$ cat src/rtl/lab11_pkg.sv
// Shared constants for the Lab 11 sequence-detector front end.
//   DEBOUNCE_CYCLES_HW  : 10 ms at 100 MHz, used on the board
//   DEBOUNCE_CYCLES_SIM : short window so simulations stay fast
//   STEP_CNT_W          : width of the step counter
package lab11_pkg;

    localparam int unsigned DEBOUNCE_CYCLES_HW  = 1_000_000;
    localparam int unsigned DEBOUNCE_CYCLES_SIM = 4;
    localparam int unsigned STEP_CNT_W          = 8;

endpackage

$ cat src/rtl/debounce_channel.sv
// One conditioning channel: 2-flop synchronizer followed by a debouncer.
// A change on the synchronized sample is accepted only after it has held
// for DEBOUNCE_CYCLES consecutive cycles; one cycle of agreement restarts
// the count.
// Ports:
//   clk   : system clock
//   reset : asynchronous, active-low reset
//   raw   : asynchronous raw input
//   q     : accepted (debounced) level
module debounce_channel #(
    parameter int unsigned DEBOUNCE_CYCLES = 1_000_000,
    parameter int unsigned CNT_W           = $clog2(DEBOUNCE_CYCLES)
) (
    input  logic clk,
    input  logic reset,
    input  logic raw,
    output logic q
);

    localparam logic [CNT_W-1:0] CNT_LAST = CNT_W'(DEBOUNCE_CYCLES - 1);

    logic             sync1_q;
    logic             sync2_q;
    logic [CNT_W-1:0] cnt_q;
    logic [CNT_W-1:0] cnt_d;
    logic             acc_q;
    logic             acc_d;

    always_comb begin
        cnt_d = cnt_q;
        acc_d = acc_q;
        if (sync2_q == acc_q) begin
            cnt_d = '0;
        end else if (cnt_q == CNT_LAST) begin
            acc_d = sync2_q;
            cnt_d = '0;
        end else begin
            cnt_d = cnt_q + CNT_W'(1);
        end
    end

    always_ff @(posedge clk or negedge reset) begin
        if (!reset) begin
            sync1_q <= 1'b0;
            sync2_q <= 1'b0;
            cnt_q   <= '0;
            acc_q   <= 1'b0;
        end else begin
            sync1_q <= raw;
            sync2_q <= sync1_q;
            cnt_q   <= cnt_d;
            acc_q   <= acc_d;
        end
    end

    assign q = acc_q;

endmodule

$ cat src/rtl/input_conditioner.sv
// Front-end conditioning for the Lab 11 FSMs: debounces the switch and two
// buttons, turns the step button into a one-cycle clock-enable pulse and
// counts the pulses issued.
// Ports:
//   clk        : 100 MHz system clock
//   reset      : asynchronous, active-low reset
//   sw_raw     : raw slide switch (FSM input w)
//   btnC_raw   : raw step button
//   btnU_raw   : raw user-reset button
//   w          : debounced switch level
//   step_pulse : one-cycle pulse per accepted step press
//   reset_req  : debounced user-reset level (FSM synchronous reset)
//   step_count : pulses issued since reset, wraps 255 -> 0
module input_conditioner
    import lab11_pkg::*;
#(
    parameter int unsigned DEBOUNCE_CYCLES = DEBOUNCE_CYCLES_HW,
    parameter int unsigned CNT_W           = $clog2(DEBOUNCE_CYCLES)
) (
    input  logic                  clk,
    input  logic                  reset,
    input  logic                  sw_raw,
    input  logic                  btnC_raw,
    input  logic                  btnU_raw,
    output logic                  w,
    output logic                  step_pulse,
    output logic                  reset_req,
    output logic [STEP_CNT_W-1:0] step_count
);

    logic                  btn_c_q;
    logic                  btn_c_dly_q;
    logic                  step_pulse_q;
    logic                  step_pulse_d;
    logic [STEP_CNT_W-1:0] step_count_q;
    logic [STEP_CNT_W-1:0] step_count_d;

    debounce_channel #(
        .DEBOUNCE_CYCLES (DEBOUNCE_CYCLES),
        .CNT_W           (CNT_W)
    ) u_sw (
        .clk   (clk),
        .reset (reset),
        .raw   (sw_raw),
        .q     (w)
    );

    debounce_channel #(
        .DEBOUNCE_CYCLES (DEBOUNCE_CYCLES),
        .CNT_W           (CNT_W)
    ) u_btn_c (
        .clk   (clk),
        .reset (reset),
        .raw   (btnC_raw),
        .q     (btn_c_q)
    );

    debounce_channel #(
        .DEBOUNCE_CYCLES (DEBOUNCE_CYCLES),
        .CNT_W           (CNT_W)
    ) u_btn_u (
        .clk   (clk),
        .reset (reset),
        .raw   (btnU_raw),
        .q     (reset_req)
    );

    // The delayed copy follows btn_c_q unconditionally, so a press swallowed
    // while reset_req is high is already "seen" and cannot fire later.
    always_comb begin
        step_pulse_d = btn_c_q & ~btn_c_dly_q & ~reset_req;
        step_count_d = step_count_q;
        if (reset_req) begin
            step_count_d = '0;
        end else if (step_pulse_q) begin
            step_count_d = step_count_q + STEP_CNT_W'(1);
        end
    end

    always_ff @(posedge clk or negedge reset) begin
        if (!reset) begin
            btn_c_dly_q  <= 1'b0;
            step_pulse_q <= 1'b0;
            step_count_q <= '0;
        end else begin
            btn_c_dly_q  <= btn_c_q;
            step_pulse_q <= step_pulse_d;
            step_count_q <= step_count_d;
        end
    end

    assign step_pulse = step_pulse_q;
    assign step_count = step_count_q;

endmodule

$ cat config.mk
export PLATFORM = sky130hd
export DESIGN_NAME = input_conditioner
export DESIGN_NICKNAME = d
export VERILOG_FILES = /design/src/rtl/lab11_pkg.sv /design/src/rtl/debounce_channel.sv /design/src/rtl/input_conditioner.sv
export SDC_FILE = /design/constraint.sdc
export NUM_CORES = 1
export LEC_CHECK = 0
export BUFFER_PORTS_ARGS = -buffer_cell sky130_fd_sc_hd__buf_4
export CORE_MARGIN = 4
export CORE_UTILIZATION = 60
export DETAILED_ROUTE_END_ITERATION = 8
export GPL_TIMING_DRIVEN = 0
export PLACE_DENSITY = 0.85
export SYNTH_ARGS = -nofsm -noshare
export SYNTH_HDL_FRONTEND = slang
export SYNTH_SLANG_ARGS = --single-unit
$ cat constraint.sdc
create_clock -name clk -period 2.54 [get_ports clk]
set_clock_uncertainty 0.15 [all_clocks]
set_input_delay 0.127 -clock clk [delete_from_list [all_inputs] [get_ports clk]]
set_output_delay 0.127 -clock clk [all_outputs]
set_load 0.02 [all_outputs]
[Word-level counts from Yosys, hierarchy flattened]
Cells that the tools add are included.
Word-level totals
  input port bits: 5
  logic and storage cells: 44
  latch bits: 0
  bits in writable memories: 0
  memories kept: 0
  bits in read-only memories: 0
  register bits: 79
Cells by class
  div/mod/pow operators: 0
  eq/ne operators: 6
  reductions and logical operators: 4
  order comparisons: 0
  bitwise logic cells: 7
  shift-type cells: 0
  muxes and demuxes: 8
  $add $sub $neg: 4
  $mul: 0
Operators by type and width (number)
  $mux W20: 6
  $add A20 B1 Y20 const B: 3
  $eq A20 B20 Y1 const B: 3
  $mux W8: 2
  $add A8 B1 Y8 const B: 1
  $reduce_and A2 Y1: 3
  $not A1 Y1: 5
  $eq A1 B1 Y1: 3
  $and A1 B1 Y1: 2
  $reduce_bool A2 Y1: 1

[Logic depth before layout (Yosys ltp)]
  depth after elaboration: 3
  depth in mapped cells: 7
  gate-level depth less buffers: 5

[Modules after synthesis]
A second synthesis with hierarchy kept.
Unflattened totals
  cells, all modules: 364
  area total of the unflattened synthesis: 3802.4 µm²
By module, submodules not included
  debounce_channel: sequential area each 575.6 µm², area an instance 1114.8 µm², cells each 108, instances 3
  input_conditioner: sequential area each 250.2 µm², area an instance 457.9 µm², cells each 40, instances 1

[Least setup slack after synthesis]
Ideal clock, no wire load.
  kind: register to register
  start: reg u_sw.cnt_q[0]
  end: reg u_sw.cnt_q[18]
  stages on the path, launching flop included: 7
  library setup time: 0.078 ns
  setup slack: 0.408 ns
  data arrival time: 1.904 ns
  cell sequence: dfrtp_1 ha_1 nand2_1 or4_1 buf_2 or4_1 a21oi_1
Between the ends
  word-level cells in the longest chain between the ends: 3
  elaborated cells between the ends (all ways): 4
  classes of those cells: 1 x add/sub; 1 x eq/ne; 2 x mux
Ends and longest elaborated chain
  start, declared: line debounce_channel.sv:24  | logic [CNT_W-1:0] cnt_q;
  start signal, assigned: line debounce_channel.sv:51  | cnt_q <= cnt_d;
  $add A20 B1 Y20 / $eq A20 B20 Y1 (equally long branches): line debounce_channel.sv:38, debounce_channel.sv:34
  $mux W20 *: line debounce_channel.sv:34  | end else if (cnt_q == CNT_LAST) begin
  $mux W20 *: line debounce_channel.sv:32  | if (sync2_q == acc_q) begin
  via u_sw.cnt_d[18]: line debounce_channel.sv:25  | logic [CNT_W-1:0] cnt_d;
The timed path passes the listed nets; every way through them passes the cells marked *.
A chain may end at the register's enable or synchronous reset.

[Worst setup path in the final report]
  start: reg u_btn_c.cnt_q[6]
  end: reg u_btn_c.cnt_q[2]
Between the ends
  word-level cells in the longest chain between the ends: 3
Ends and longest elaborated chain (line)
  start, declared: debounce_channel.sv:24
  start signal, assigned: debounce_channel.sv:51
  $eq A20 B20 Y1: debounce_channel.sv:34
  $mux W20: debounce_channel.sv:34
  $mux W20: debounce_channel.sv:32
  via u_btn_c.cnt_d[2]: debounce_channel.sv:25
The timed path passes the listed nets, and every way through them passes these cells.

==> reports/metrics.yaml <==
setup_ws_ns: 0.2143
floorplan.initialDensity_pct: 62.39
tightest_slew_ns: 0.9535
setup_viol: 0
dpl.hpwl_um: 4732
clock_tree.root_cell: "clkbuf_8"
drive_gt1_share_pct: 9.877
dieArea_mm2: 0.007556
cp.depth: 5
period_minus_slack_ns: 2.326
syn-num-nets: 380
ios: 16
holdPathEnd: "u_btn_u.sync2_q"
synthDominantCellAreaShare_pct: 52.90
htreeDepth: 3
nets: 410
timing.rr.end: "u_btn_c.cnt_q[2]"
routedWlPerCell_um: 14.71
drv_cap: 0
synth_top_area_cell: "dfrtp_1"
grt_max_degree: 80
path_max_fanout: 10
slew_viol_final: 0
syn_to_final_growth_pct: 12.25
synth_area_per_cell_um2: 10.07
critical_path_buf_inv_count: 1
leakagePower_nw: 1.746
drt-pass1-iter-count: 4
cts_buffer_depth: 2
cts_sinks: 79
cts.clk_slew.worst_paths_ns: 0.08
antenna_found_initial: 0
tns_ns: 0
hp-start: "u_btn_u.sync1_q"
final_hold_viol_count: 0
grt_overflow: 0
crit_chain: "or4b_1 -> nor4_1 -> a31o_2 -> clkbuf_1 -> nor2_1"
r2r_cells: 5
end_kind: "flop"
p_per_area_mw_per_mm2: 561.5
fmax_mhz: 430.0
pre_cts_ws_ns: 0.1621
relSlewSlack_pct: 36.43
peakVddDrop_mv: 0.4055
vias_per_cell: 5.858
hold_class: "reg2reg"
dp_cells: 461
cp_slowest_cell: "or4b_1"
ys_warn_count: 0
ys_seq_elements: 79
layoutNonFillerInstCount: 480
num_antenna_cells: 0
chipHeight_um: 86.93
rrSetupSlack_ns: 0.21
status: "finished, final reports clean"
grt_pass1_vias: 2852
synthCells: 371
drt.antenna.violating_nets: 0
syn_area_mm2: 0.003737
clock_latency_ns: 0.35
postCtsResizedCells: 0
drt_iter0_markers: 125
fp.coreArea_mm2: 0.005991
num_vias: 2812
cts_tree: "done"
synth-seq-area-share_pct: 52.90
wl_um: 7063
yosys-top-cells-area: "dfrtp_1 (53%), xnor2_1 (5.6%), xor2_1 (5.2%)"
routabilityCongestion: 0.8491
cts_buffers: 9
synth.distinct_cells: 35
rsz0062_at_grt: "false"
drcViolationCount: 0
crit_arrival_ns: 2.38
required_ns: 2.60
critical_path_class: "reg2reg"
start_kind: "flop"
cp_top_family: "simple AND/OR/NAND/NOR gates"
slowest_delay_ns: 0.51
r2r-start: "u_btn_c.cnt_q[6]"
grt_pass1_wl_um: 12310
rows: 28
grt.total_usage_pct: 20.71
io_buffers: 15
chipWidth_um: 86.93
finalCritPeriodShare_pct: 91.56
holdPathStages: 0
==> routing by layer <==
layer  global-route usage [%]  routed length, um
met1                    24.61               3109
met3                    6.055                293
met4                    6.374                 55
met2                    36.16               3605
met5                        0                  0
==> cell usage in the layout, fill, tap and decap left out, types with 2 or more instances in the layout <==
cell	instances
bufinv_16	2
clkbuf_1	10
xor2_1	22
and2_1	3
xnor2_1	24
or4b_1	3
o21ai_0	12
o2111ai_1	2
buf_2	3
nor4_1	8
clkbuf_8	9
dfrtp_1	79
nand4b_1	3
and4_1	3
a31o_2	2
mux2_2	3
buf_4	15
o31ai_1	5
nand3_1	23
or3_1	10
nand2_1	21
dlygate4sd3_1	4
clkinvlp_4	2
nor2_1	51
and3_1	10
nor3_1	10
nand4_1	17
inv_1	9
nor4b_1	2
ha_1	4
a21oi_1	18
or4_1	7
==> worst max path at each step <==
| stage | start | slack [ns] | endpoint |
|---|---|---|---|
| 6_report | u_btn_c.cnt_q[6] | 0.21 | u_btn_c.cnt_q[2] |
| 3_3_place_gp | u_btn_u.cnt_q[0] | 0.23 | u_btn_u.cnt_q[13] |
| 2_1_floorplan | u_sw.cnt_q[0] | 0.41 | u_sw.cnt_q[18] |
| 4_1_cts | u_btn_u.cnt_q[0] | 0.14 | u_btn_u.cnt_q[9] |
| 5_1_grt | u_btn_u.cnt_q[0] | 0.002 | u_btn_u.cnt_q[9] |
| 3_5_place_dp | u_btn_u.cnt_q[0] | 0.16 | u_btn_u.cnt_q[9] |
==> final cells by class <==
cell class	instances	area, um2
Timing Repair Buffer	19	152.6
Buffer	13	52.55
Clock buffer	10	127.6
Tap cell	75	93.84
Clock inverter	5	83.83
Fill cell	453	1795
Sequential cell	79	1977
Inverter	9	33.78
Multi-Input combinational cell	270	1674
==> state kept, by name, indices dropped and copies added (netlist names) <==
signal and cells:
u_btn_c.q 1, u_btn_u.sync1_q 1, u_sw.q 1, u_btn_u.q 1
u_btn_c.sync2_q 1, u_sw.cnt_q 20, step_count 8, step_pulse 1
btn_c_dly_q 1, u_btn_u.sync2_q 1, u_btn_c.sync1_q 1, u_btn_c.cnt_q 20
u_sw.sync1_q 1, u_sw.sync2_q 1, u_btn_u.cnt_q 20
==> worst reg2reg max path, stage by stage (launching register included) <==
cell	delay (ns)
dfrtp_1	0.45
or4b_1	0.51
nor4_1	0.35
a31o_2	0.23
clkbuf_1	0.38
nor2_1	0.13
==> through the flow <==
| stage | area (um2) | power [mW] | hold WS [ns] | util, % |
|---|---|---|---|---|
| finish | 4195 | 2.356 | 0.2071 | 70.03 |
| floorplan | 3737 | 1.345 | -0.3186 | - |
| CTS | 4195 | 2.387 | 0.2144 | 70.03 |
| detailed placement | 3944 | 1.386 | 0.08733 | 65.83 |
| global route | 4195 | 2.456 | 0.2229 | 70.03 |
| global placement | 3944 | 1.382 | 0.08667 | 65.83 |
==> kinds of logic (layout without fill, tap and decap cells) <==
kind of cell	after synthesis	after routing	share of synthesized area, %
compound gates	40	40	6.529
xor+xnor	46	46	10.78
fa+ha+maj	4	4	1.339
buf+inv	22	56	2.310
flops	79	79	52.90
mux	4	4	1.172
simple gates	176	176	24.98
==> timing repair <==
| item | in CTS | in global routing |
|---|---|---|
| hold buffers | 4 | 0 |
| endpoints found under the setup margin | 0 | 10 |
| buffers inserted | 0 | 0 |
| hold endpoints to repair | 82 | 0 |
==> synth_stat cells, drive strengths merged <==
| cell | n |
|---|---|
| nand3 | 24 |
| and2 | 3 |
| or4b | 3 |
| or4 | 7 |
| xor2 | 22 |
| and4 | 3 |
| nor3 | 10 |
| nor4 | 8 |
| nand2 | 21 |
| nor2b | 1 |
| nor3b | 1 |
| or3 | 10 |
| xnor2 | 24 |
| nand4 | 17 |
| nor4b | 2 |
| and3 | 11 |
| mux2i | 1 |
| inv | 9 |
| ha | 4 |
| dfrtp | 79 |
| nand2b | 1 |
| buf | 4 |
| nand4b | 3 |
| mux2 | 3 |
| a31o | 2 |
| a21oi | 18 |
| clkbuf | 9 |
| o2111ai | 2 |
| o21ai | 12 |
| nor2 | 51 |
| o31ai | 6 |
==> power breakdown <==
| part | total [mW] | switching, mW | internal (mW) | leakage (nW) |
|---|---|---|---|---|
| registers | 1.29 | 0.0161 | 1.27 | 1.08 |
| clock network | 0.992 | 0.442 | 0.550 | 0.0986 |
| logic | 0.0743 | 0.0507 | 0.0236 | 0.565 |
Power figures use the tool's default switching activity.
